==> config.mk <==
export PLATFORM = sky130hd
export DESIGN_NAME = counter_4bit_flat
export DESIGN_NICKNAME = d
export VERILOG_FILES = /design/src/rtl/counter_4bit_if.sv /design/src/rtl/counter_4bit.sv /design/src/flat_wrapper.sv
export SDC_FILE = /design/constraint.sdc
export NUM_CORES = 1
export LEC_CHECK = 0
export CORE_AREA = 5 5 42 44
export DETAILED_ROUTE_END_ITERATION = 8
export DIE_AREA = 0 0 47 49
export HOLD_SLACK_MARGIN = 0.05
export PLACE_DENSITY = 0.45
export REMOVE_ABC_BUFFERS = 1
export SLEW_MARGIN = 20
export SYNTH_ARGS = -nofsm -noshare
export SYNTH_HDL_FRONTEND = slang
export SYNTH_SLANG_ARGS = --single-unit
==> constraint.sdc <==
create_clock -name clk -period 1.2 [get_ports clk]
set_input_delay 0.12 -clock clk [delete_from_list [all_inputs] [get_ports clk]]
set_output_delay 0.12 -clock clk [all_outputs]
set_load 0.03 [all_outputs]
==> src/rtl/counter_4bit_if.sv <==
// Output bundle of the free-running counter: count value plus its
// terminal-count and rollover flags.
interface counter_4bit_if #(
    parameter int unsigned WIDTH = 4
);
    logic [WIDTH-1:0] count;
    logic             tc;
    logic             wrap;

    // The counter drives the bundle.
    modport master (
        output count,
        output tc,
        output wrap
    );

    // Consumers only observe it.
    modport slave (
        input count,
        input tc,
        input wrap
    );
endinterface

==> src/rtl/counter_4bit.sv <==
// Free-running synchronous up-counter built as a T-flop carry chain.
// Every bit updates on the same clock edge; the counter wraps from max to 0.
// It raises a combinational terminal-count flag and a registered wrap pulse.
module counter_4bit #(
    parameter int unsigned WIDTH = 4
) (
    input  logic           clk,
    input  logic           reset,
    counter_4bit_if.master cnt_bus
);

    logic [WIDTH-1:0] r_count;
    logic             r_wrap;
    logic [WIDTH-1:0] w_toggle;
    logic [WIDTH-1:0] w_count_next;
    logic             w_carry;
    logic             w_max;

    // Toggle enables: bit i flips when all lower bits are 1 (bit 0 always flips).
    always_comb begin
        w_toggle = '0;
        w_carry  = 1'b1;
        for (int i = 0; i < int'(WIDTH); i++) begin
            w_toggle[i] = w_carry;
            w_carry     = w_carry & r_count[i];
        end
    end

    assign w_count_next = r_count ^ w_toggle;
    assign w_max        = &r_count;

    // Count and wrap state; rollover happens exactly on the edge leaving max.
    always_ff @(posedge clk or posedge reset) begin
        if (reset) begin
            r_count <= '0;
            r_wrap  <= 1'b0;
        end else begin
            r_count <= w_count_next;
            r_wrap  <= w_max;
        end
    end

    assign cnt_bus.count = r_count;
    assign cnt_bus.tc    = w_max & ~reset;
    assign cnt_bus.wrap  = r_wrap;

endmodule

==> src/flat_wrapper.sv <==
// flat-port wrapper written by rule: the top's interface ports become plain ports
module counter_4bit_flat 
#(
    parameter int unsigned WIDTH = 4
)
  (clk, reset, cnt_bus_count, cnt_bus_tc, cnt_bus_wrap);
  counter_4bit_if #(.WIDTH(WIDTH)) cnt_bus_i ();
  input  logic clk;
  input  logic reset;
  output wire logic [$bits(cnt_bus_i.count)-1:0] cnt_bus_count;
  output wire logic [$bits(cnt_bus_i.tc)-1:0] cnt_bus_tc;
  output wire logic [$bits(cnt_bus_i.wrap)-1:0] cnt_bus_wrap;
  assign cnt_bus_count = cnt_bus_i.count;
  assign cnt_bus_tc = cnt_bus_i.tc;
  assign cnt_bus_wrap = cnt_bus_i.wrap;
  counter_4bit #(.WIDTH(WIDTH)) u_core (.clk(clk), .reset(reset), .cnt_bus(cnt_bus_i));
endmodule
* After elaboration in Yosys (flattened, before gate mapping)
Cells that the tools add are included.
** Word-level totals
- Register bits :: 5
- Bits in latches :: 0
- Memory bits (writable) :: 0
- ROM bits :: 0
- Output and inout port bits :: 6
- Memories kept :: 0
** Operators by class
- Add/sub/neg operators :: 0
- $mul :: 0
- Divide/modulo/power cells :: 0
- Order comparisons :: 0
- Eq/ne operators :: 0
- Shift operators :: 0
- Mux-type cells :: 0
- Bitwise gates (word level) :: 5
- Reductions and logical operators :: 1
** Operators by type and width (count)
- $reduce_and A4 Y1 :: 1
- $xor A4 B4 Y4 :: 1
- $and A1 B1 Y1 :: 3
- $not A1 Y1 :: 1

* Longest topological paths before layout
Gate-level depths: netlist (run 1).
- Word-level depth :: 3
- Depth in mapped cells :: 3
- Mapped depth without buffers :: 3

* Least setup slack after synthesis (run 1)
Ideal clock, no wire load.
- Kind :: register to output
- Start point :: reg u_core.r_count[0] (netlist: u_core.cnt_bus.count[0])
- End point :: out cnt_bus_tc
- Arrival :: 1.101 ns
- Setup slack :: -0.021 ns
- Cell stages (with the launch flop) :: 3
- Path buffers :: 0
- Path through :: dfrtp_1 ha_1 and4b_1
** Between the ends
- Longest elaborated chain between the ends :: 2
** RTL lines
- from (decl) :: line counter_4bit.sv:12 : logic [WIDTH-1:0] r_count;
- from (signal assigned) :: line counter_4bit.sv:38 : r_count <= w_count_next;
- $reduce_and A4 Y1 :: line counter_4bit.sv:30 : assign w_max = &r_count;
- $and A1 B1 Y1 :: line counter_4bit.sv:44 : assign cnt_bus.tc = w_max & ~reset;
- to (decl) :: line flat_wrapper.sv:11 : output wire logic [$bits(cnt_bus_i.tc)-1:0] cnt_bus_tc;
Every way passes these cells.

* Worst setup path after layout (run 1)
- Start point :: reg u_core.r_count[1] (netlist: u_core.cnt_bus.count[1])
- End point :: out cnt_bus_tc
The elaborated chain is that of the path after synthesis.

==> summary.txt, run 1 <==
Logic synthesis
  • Post-synthesis register bit count: 5
  • Syn Area/Cell: around 15 um2
  • Distinct cells, synth: 6
  • Warnings, synthesis: 0
  • Syn Inst Count: 12
  • Share of the yosys chip area belonging to registers: 0.680
  • Post-Syn Area: 184 um2

Clock tree
  • Clock buffer depth: 2
  • Cts hold-fix bufs: 0
  • H-tree depth: 1
  • Total clock sinks: 5
  • Clk slew on worst S/H paths: 40 ps
  • Clk_lat worst skew: 240 ps
  • CTS tree: built
  • Clock buffer count from CTS: 3
  • CTS root buf: clkbuf_4

Detailed routing
  • Final ANT Viol Nets: 0
  • Post-DR wirelength/cell: 9.36 um
  • DR pass1 iterations: 1
  • DRC errors left: 0
  • Drt via density: around 3.2
  • DRT iter0 DRCs: 0
  • Overall routed net length: 393 um
  • Vias: ~140

Place
  • Dpl ws: 30.1 ps
  • GP Congestion: approximately 0.67
  • Placed insts: 36
  • PortBufs: 7

Timing
  • RSZ-0062 raised after global routing: true
  • Final period util: 1.04
  • Setup WS post-layout: -51.9 ps
  • Setup tns final: -51.9 ps
  • Final hold vios: 0
  • Slew @ Worst Pin: 301 ps
  • Fmax: 0.799 GHz
  • Min Tclk post-route: 1250 ps
  • Finish-stage setup viols: 1
  • Worst rel slew slack: 0.800
  • Slew Limit Fails: 0
  • Worst clock skew: 1.76 ps

Global routing
  • Global-route wire length before repair: 621 um
  • Tot GR Track Use: 0.0418
  • Initial antenna violation count: 0
  • Overflow after GRT: 0
  • Vias in the first global route: 152
  • Largest net degree at the start of global routing: 6

Critical path
  • Setup crit start: u_core.cnt_bus.count[1]
  • Critical path peak fanout: 3
  • FF-to-FF path depth: 4
  • Arrival time at the worst endpoint: 1130 ps
  • Worst R2R Setup Slack: about 70 ps
  • Critical path class: register to output pin
  • Startpoint types: register
  • Reg-to-Reg End: u_core.cnt_bus.count[3]
  • CP endpoint: cnt_bus_tc
  • Setup crit end kind: output pin
  • CP Data Required Time: 1080 ps
  • Worst r2r src: u_core.cnt_bus.count[1]

Power
  • Leakage Power: 0.193 nW
  • Total power: around 0.37 mW
  • Peak VDD IR: between 0.0003 and 0.0004 V
  • PwrDens: roughly 1100 nW/um2

Cells and area
  • Commonest non-fill, non-tap cell in the layout: dfrtp_1
  • Register area: 125 um2
  • NumNets Final: 31
  • Area of the multi-input gates: 56.3 um2
  • Layout Cells excl Fill: 42
  • Layout filler cell count: 160
  • Antenna Cells: 0
  • Layout cells sized above 1: 0.462
  • Synth-to-layout area growth: 76.2%
  • Most frequent cells in the layout: dfrtp_1, buf_4, clkbuf_4, dlygate4sd2_1

Floorplanning
  • Core area: 1400 um2
  • Die ar.: 2300 um2
  • Starting Density: 0.131
  • Num ports: 8
  • Placement Rows: 14
  • Die W: 47 um
  • DIE HEIGHT: 49 um

Flow run
  • # Max-Cap Violations: 0

Status
  • Violated checks: negative setup slack
  • Status: finished, violations left

Min path
  • Hold Path Class: primary input to async pin
==> state kept, by name (all words and copies together), names as in the netlist <==
signal,count
u_core.cnt_bus.count,4
u_core.cnt_bus.wrap,1
==> logic make-up (layout without fill, tap and decap cells) <==
logic type | count (synthesis) | in the layout | share of synthesized area
xor+xnor | 1 | 1 | 0.0476
fa+ha+maj | 2 | 2 | 0.136
buf+inv | 2 | 16 | 0.0408
flops | 5 | 5 | 0.680
simple gates | 2 | 2 | 0.0953
==> worst min path at each step <==
stage | to | slack [ps] | depth (start not counted)
2_1_floorplan | u_core.cnt_bus.count[0] | -100 | 1
3_3_place_gp | u_core.cnt_bus.count[1] | 350 | 2
3_5_place_dp | u_core.cnt_bus.count[0] | 370 | 2
4_1_cts | u_core.cnt_bus.count[0] | 100 | 2
5_1_grt | u_core.cnt_bus.count[0] | 130 | 2
6_report | u_core.cnt_bus.count[0] | 110 | 2
==> stage by stage <==
step	hold WS (ps)	instance area (um2)	util
floorplan	-101	184	-
global placement	349	277	0.197
detailed placement	365	277	0.197
CTS	105	314	0.224
global route	128	324	0.231
finish	107	324	0.231
==> synth_stat cells (all sizes together) <==
master,n,area share
and3,1,0.041
and4b,1,0.054
xor2,1,0.048
dfrtp,5,0.68
ha,2,0.14
inv,2,0.041
==> per-layer routing <==
| layer | part of all wire | global-route usage | wire length (um) |
|---|---|---|---|
| met5 | 0 | 0 | 0 |
| met4 | 0 | 0.0276 | 0 |
| met3 | 0.15 | 0.0517 | 60 |
| met2 | 0.41 | 0.0430 | 162 |
| met1 | 0.43 | 0.0446 | 170 |
==> power breakdown <==
group	switching [mW]	leakage, nW	internal, mW
combinational	0.00372	0.112	0.00343
clock	0.0669	0.0150	0.126
sequential	0	0.0658	0.169
total	0.0706	0.193	0.298
==> area by class of cell <==
| type | instances | share of cell area |
|---|---|---|
| timing repair buffer | 10 | 0.274 |
| tap | 16 | 0.0618 |
| sequential | 5 | 0.386 |
| multi-input combinational | 5 | 0.174 |
| clock buffer | 4 | 0.0811 |
| inverter | 2 | 0.0232 |
==> critical path, cell delays in order (launching register included) <==
cell and delay, ps:
dfrtp_1 380, ha_2 190, and4b_1 180, buf_6 140
==> timing repair <==
action,in CTS,in global routing
setup buffers,1,1
setup endpoints to repair,5,2
gates resized for setup,8,1
pin swaps,0,1
No activity file was read; power rests on OpenSTA's default activity.
==> inputs of run 2 (changes only) <==
Settings changed: RECOVER_POWER from default to 100, SLEW_MARGIN 20 to 10.
==> run 2 against run 1 <==
  * The run still ends with negative setup slack left
  * Count of clock-buffer cells in the layout stayed put
  * Clock skew about the same
  * Critical endpoint unchanged
  * Critical path type unchanged
  * Cell count unchanged
  * Sequential power hardly changed
  * Largest cell class unchanged
  * First-iteration DRC count unchanged
  * Total power is 0.22% lower
  * Wire length down 0.51%
  * Register-to-register slack about the same
==> summary.txt, run 2 (synthesized netlist as in run 1, its figures left out) <==
Status
  • Status: finished, violations left (unchanged)
  • Violated checks: negative setup slack (unchanged)

Floorplanning
  • Num ports: 8 (unchanged)
  • DIE HEIGHT: 49 um (unchanged)
  • Die ar.: 2300 um2 (unchanged)
  • Core area: 1400 um2 (unchanged)
  • Starting Density: 0.131 (unchanged)
  • Die W: 47 um (unchanged)
  • Placement Rows: 14 (unchanged)

Timing
  • Final period util: 1.04 (about the same)
  • RSZ-0062 raised after global routing: true (unchanged)
  • Final hold vios: 0 (unchanged)
  • Worst clock skew: 1.69 ps (was 1.76 ps)
  • Fmax: 0.799 GHz (about the same)
  • Worst rel slew slack: 0.800 (unchanged)
  • Finish-stage setup viols: 1 (unchanged)
  • Slew Limit Fails: 0 (unchanged)
  • Slew @ Worst Pin: 301 ps (unchanged)
  • Hold slack: 240 ps (was 107 ps)
  • Min Tclk post-route: 1250 ps (about the same)
  • Setup WS post-layout: -51.7 ps (was -51.9 ps)

Detailed routing
  • Final ANT Viol Nets: 0 (unchanged)
  • Post-DR wirelength/cell: 9.31 um (was 9.36 um)
  • DRC errors left: 0 (unchanged)
  • DRT iter0 DRCs: 0 (unchanged)
  • Vias: 136 (unchanged)
  • Drt via density: 3.24 (unchanged)
  • Overall routed net length: 391 um (was 393 um)
  • DR pass1 iterations: 1 (unchanged)

Clock tree
  • Clock buffer depth: 2 (unchanged)
  • H-tree depth: 1 (unchanged)
  • Cts hold-fix bufs: 0 (unchanged)
  • CTS tree: built (unchanged)
  • Total clock sinks: 5 (unchanged)
  • CTS root buf: clkbuf_4 (unchanged)
  • Clock buffer count from CTS: 3 (unchanged)
  • Clk_lat worst skew: 240 ps (about the same)
  • Clk slew on worst S/H paths: 40 ps (about the same)

Critical path
  • CP Cell Sequence: ha_2 > and4b_1 > buf_6 (unchanged)
  • Startpoint types: register (unchanged)
  • Critical path peak fanout: 3 (unchanged)
  • Crit path largest cell delay: 380 ps (about the same)
  • Critical path class: register to output pin (unchanged)
  • CP Data Required Time: 1080 ps (about the same)
  • Slowest stage cell, crit path: dfrtp_1 (unchanged)
  • Arrival time at the worst endpoint: 1130 ps (about the same)
  • Setup crit end kind: output pin (unchanged)

Cells and area
  • Layout filler cell count: 159 (was 160)
  • Layout cells sized above 1: 0.423 (was 0.462)
  • Commonest non-fill, non-tap cell in the layout: dfrtp_1 (unchanged)
  • Area of the multi-input gates: 56.3 um2 (unchanged)
  • Synth-to-layout area growth: 74.1% (was 76.2%)
  • Register area: 125 um2 (unchanged)
  • Antenna Cells: 0 (unchanged)
  • Cell area after layout: 320 um2 (was 324 um2)
  • NumNets Final: 31 (unchanged)
  • Max reg flops: 4 (unchanged)
  • Layout Cells excl Fill: 42 (unchanged)
  • Most frequent cells in the layout: dfrtp_1, clkbuf_4, dlygate4sd2_1, buf_4 (was dfrtp_1, buf_4, clkbuf_4, dlygate4sd2_1)

Place
  • Post-place instance area: 277 um2 (unchanged)
  • Dpl ws: 30.1 ps (unchanged)
  • GP Congestion: 0.667 (unchanged)
  • PortBufs: 7 (unchanged)
  • Placed insts: 36 (unchanged)

Power
  • Peak VDD IR: 0.000332 V (was 0.000354 V)
  • PwrDens: 1150 nW/um2 (was 1140 nW/um2)
  • Leakage Power: 0.190 nW (was 0.193 nW)

Global routing
  • Initial antenna violation count: 0 (unchanged)
  • Global-route wire length before repair: 621 um (unchanged)
  • Tot GR Track Use: 0.0418 (unchanged)
  • Largest net degree at the start of global routing: 6 (unchanged)
  • Vias in the first global route: 152 (unchanged)
  • Overflow after GRT: 0 (unchanged)

Min path
  • Hold Path Class: primary input to async pin (unchanged)

Flow run
  • # Max-Cap Violations: 0 (unchanged)
-- run 2: cell types whose count changed in the layout (fill, tap and decap cells not counted) --
cell             delta
clkdlybuf4s50_1     -1
clkbuf_1            +1
buf_4               -1
dlygate4sd3_1       +1
-- run 2: metal layers --
metal / track usage / vias to the layer above / part of all wire
li1: - / 69 / -
met3: 0.0517 / 0 / 0.15
met2: 0.0430 / 8 / 0.41
met4: 0.0276 / 0 / 0
met5: 0 / - / 0
met1: 0.0446 / 59 / 0.43
-- run 2: repair_timing --
item	CTS	global route
setup buffers	1	1
setup endpoints to repair	5	2
pin swaps	0	1
gates resized for setup	8	1
-- run 2: stage by stage --
stage	total power [mW]	util	TNS, ps
floorplan	0.175	-	-38.1
global placement	0.179	0.197	0
detailed placement	0.179	0.197	0
CTS	0.382	0.224	-75.4
global route	0.387	0.229	-138
finish	0.368	0.229	-51.7
-- run 2: layout make-up --
| cell class | instances | area share |
|---|---|---|
| clock buffer | 4 | 0.0820 |
| inverter | 2 | 0.0234 |
| multi-input combinational | 5 | 0.176 |
| sequential | 5 | 0.391 |
| tap | 16 | 0.0625 |
| timing repair buffer | 10 | 0.266 |
-- run 2: power by group --
| part | switching (mW) | total (mW) | internal [mW] | leakage (nW) |
|---|---|---|---|---|
| combinational | 0.00372 | 0.00649 | 0.00277 | 0.109 |
| sequential | 0 | 0.169 | 0.169 | 0.0658 |
| clock | 0.0668 | 0.192 | 0.126 | 0.0150 |
| total | 0.0705 | 0.368 | 0.298 | 0.190 |
-- run 2: path summary, 6_finish.rpt --
| kind | from | to | slack [ps] | depth (start not counted) |
|---|---|---|---|---|
| worst max-delay path | u_core.cnt_bus.count[1] | cnt_bus_tc | -50 | 3 |
| worst min-delay path | reset | u_core.cnt_bus.count[0] | 240 | 2 |
| worst max register to register | u_core.cnt_bus.count[1] | u_core.cnt_bus.count[3] | 70 | 4 |
| worst min register to register | u_core.cnt_bus.count[0] | u_core.cnt_bus.count[1] | 520 | 1 |
| max in group asynchronous | reset | u_core.cnt_bus.count[3] | 790 | 2 |
| min in group clk | u_core.cnt_bus.count[0] | u_core.cnt_bus.count[1] | 520 | 1 |
-- run 2: worst max-delay path, delay by kind of cell (launching register included) --
family,cells,cell delay (ps)
fa+ha+maj,1,190
flops,1,380
simple gates,1,180
buf+inv,1,140
==> inputs of run 3 (changes only) <==
Settings changed: PLACE_DENSITY 0.45 to 0.35.
==> run 3 against run 2 <==
  * The run still ends with negative setup slack left
  * Clock power decreased by 4%
  * Fmax increased by 2.1%
  * Wire length decreased by 3.3%
  * Setup slack improved by 26 ps
  * Critical path depth unchanged
  * Non-clock buffer count increased by 3
  * Global-route usage increased by 0.14 points
  * Hold slack got worse by 1.0 ps
  * Highest routed layer unchanged
==> summary.txt, run 3 (synthesized netlist as in run 1, its figures left out) <==
Status
  • Status: finished, violations left (unchanged)
  • Violated checks: negative setup slack (unchanged)

Detailed routing
  • Overall routed net length: 378 um (was 391 um)
  • DRT iter0 DRCs: 0 (unchanged)
  • Drt via density: 3.16 (was 3.24)
  • Final ANT Viol Nets: 0 (unchanged)
  • Post-DR wirelength/cell: 8.40 um (was 9.31 um)
  • DRC errors left: 0 (unchanged)
  • Vias: 142 (was 136)
  • DR pass1 iterations: 1 (unchanged)

Critical path
  • Critical path class: register to output pin (unchanged)
  • Critical path peak fanout: 2 (was 3)
  • Arrival time at the worst endpoint: 1110 ps (was 1130 ps)
  • CP Data Required Time: 1080 ps (about the same)
  • Startpoint types: register (unchanged)
  • Setup crit end kind: output pin (unchanged)

Floorplanning
  • DIE HEIGHT: 49 um (unchanged)
  • Die ar.: 2300 um2 (unchanged)
  • Num ports: 8 (unchanged)
  • Core area: 1400 um2 (unchanged)
  • Die W: 47 um (unchanged)
  • Placement Rows: 14 (unchanged)
  • Starting Density: 0.131 (unchanged)

Flow run
  • # Max-Cap Violations: 0 (unchanged)

Timing
  • Hold slack: 239 ps (was 240 ps)
  • Fmax: 0.816 GHz (was 0.799 GHz)
  • RSZ-0062 raised after global routing: true (unchanged)
  • Final period util: 1.02 (was 1.04)
  • Final hold vios: 0 (unchanged)
  • Finish-stage setup viols: 1 (unchanged)
  • Min Tclk post-route: 1230 ps (was 1250 ps)
  • Worst clock skew: 4.51 ps (was 1.69 ps)
  • Slew Limit Fails: 0 (unchanged)
  • Worst rel slew slack: 0.799 (was 0.800)
  • Slew @ Worst Pin: 303 ps (was 301 ps)
  • Setup WS post-layout: -25.6 ps (was -51.7 ps)

Global routing
  • Vias in the first global route: 157 (was 152)
  • Global-route wire length before repair: 627 um (was 621 um)
  • Tot GR Track Use: 0.0432 (was 0.0418)
  • Largest net degree at the start of global routing: 6 (unchanged)
  • Initial antenna violation count: 0 (unchanged)
  • Overflow after GRT: 0 (unchanged)

Power
  • Peak VDD IR: 0.000747 V (was 0.000332 V)
  • Leakage Power: 0.208 nW (was 0.190 nW)
  • Total power: 0.361 mW (was 0.368 mW)
  • PwrDens: 1070 nW/um2 (was 1150 nW/um2)

Clock tree
  • Clock buffer depth: 2 (unchanged)
  • Cts hold-fix bufs: 0 (unchanged)
  • CTS root buf: clkbuf_4 (unchanged)
  • Clk_lat worst skew: 230 ps (was 240 ps)
  • H-tree depth: 1 (unchanged)
  • Clock buffer count from CTS: 3 (unchanged)
  • Total clock sinks: 5 (unchanged)
  • CTS tree: built (unchanged)
  • Clk slew on worst S/H paths: 40 ps (about the same)

Place
  • PortBufs: 7 (unchanged)
  • Placed insts: 37 (was 36)
  • GP Congestion: 0.638 (was 0.667)
  • HPWL Detailed: approximately 270 um

Cells and area
  • Layout Cells excl Fill: 45 (was 42)
  • Finished Core Util: 0.240 (was 0.229)
  • NumNets Final: 34 (was 31)
  • Layout cells sized above 1: 0.448 (was 0.423)
  • Commonest non-fill, non-tap cell in the layout: buf_4 (was dfrtp_1)
  • Synth-to-layout area growth: 83.0% (was 74.1%)
  • Most frequent cells in the layout: buf_4, dfrtp_1, clkbuf_4, dlygate4sd2_1 (was dfrtp_1, clkbuf_4, dlygate4sd2_1, buf_4)
  • Antenna Cells: 0 (unchanged)
  • Max reg flops: 4 (unchanged)

Min path
  • Hold Path Class: primary input to async pin (unchanged)
## run 3: cell type report
class / instances / area, um2
Clock buffer: 4 / 26.3
Fill cell: 166 / 1060
Inverter: 2 / 7.51
Multi-Input combinational cell: 5 / 53.8
Sequential cell: 5 / 125
Tap cell: 16 / 20.0
Timing Repair Buffer: 13 / 104
## run 3: path summary, 6_finish.rpt
kind                                              start                       to  slack (ps)  cells after the start
worst max-delay path            u_core.cnt_bus.count[1]               cnt_bus_tc         -30                      3
worst min-delay path                              reset  u_core.cnt_bus.count[3]         240                      2
worst max register to register  u_core.cnt_bus.count[1]  u_core.cnt_bus.count[3]          70                      4
worst min register to register  u_core.cnt_bus.count[0]  u_core.cnt_bus.count[1]         520                      1
max in group asynchronous                         reset  u_core.cnt_bus.count[0]         790                      2
min in group clk                u_core.cnt_bus.count[0]  u_core.cnt_bus.count[1]         520                      1
## run 3: stage by stage
step           area, um2  TNS, ps  worst slack (ps)
2_1_floorplan        184    -38.1             -20.9
3_3_place_gp         282        0              84.6
3_5_place_dp         282        0              86.2
4_1_cts              333    -41.8             -41.8
5_1_grt              337    -65.8             -65.8
6_report             337    -25.6             -25.6
## run 3: worst max-delay path: stages (launching register included)
cell and delay, ps:
dfrtp_1 370, ha_2 190, and4b_1 180, buf_6 140
## run 3: power by group
part	leakage, nW	switching (mW)	internal (mW)
registers	0.0658	0	0.169
logic	0.127	0.00370	0.00276
clock network	0.0150	0.0603	0.125
## run 3: timing repair
action / 4_1_cts / 5_1_grt
gates resized for setup: 5 / 0
setup buffers: 3 / 1
pin swaps: 1 / 0
endpoints found under the setup margin: 4 / 1
## run 3: layer usage
layer / vias to the layer above / part of all wire / global-route usage
li1: 73 / - / -
met1: 61 / 0.42 / 0.0402
met2: 8 / 0.39 / 0.0543
met3: 0 / 0.18 / 0.0590
met4: 0 / 0 / 0.0138
met5: - / 0 / 0
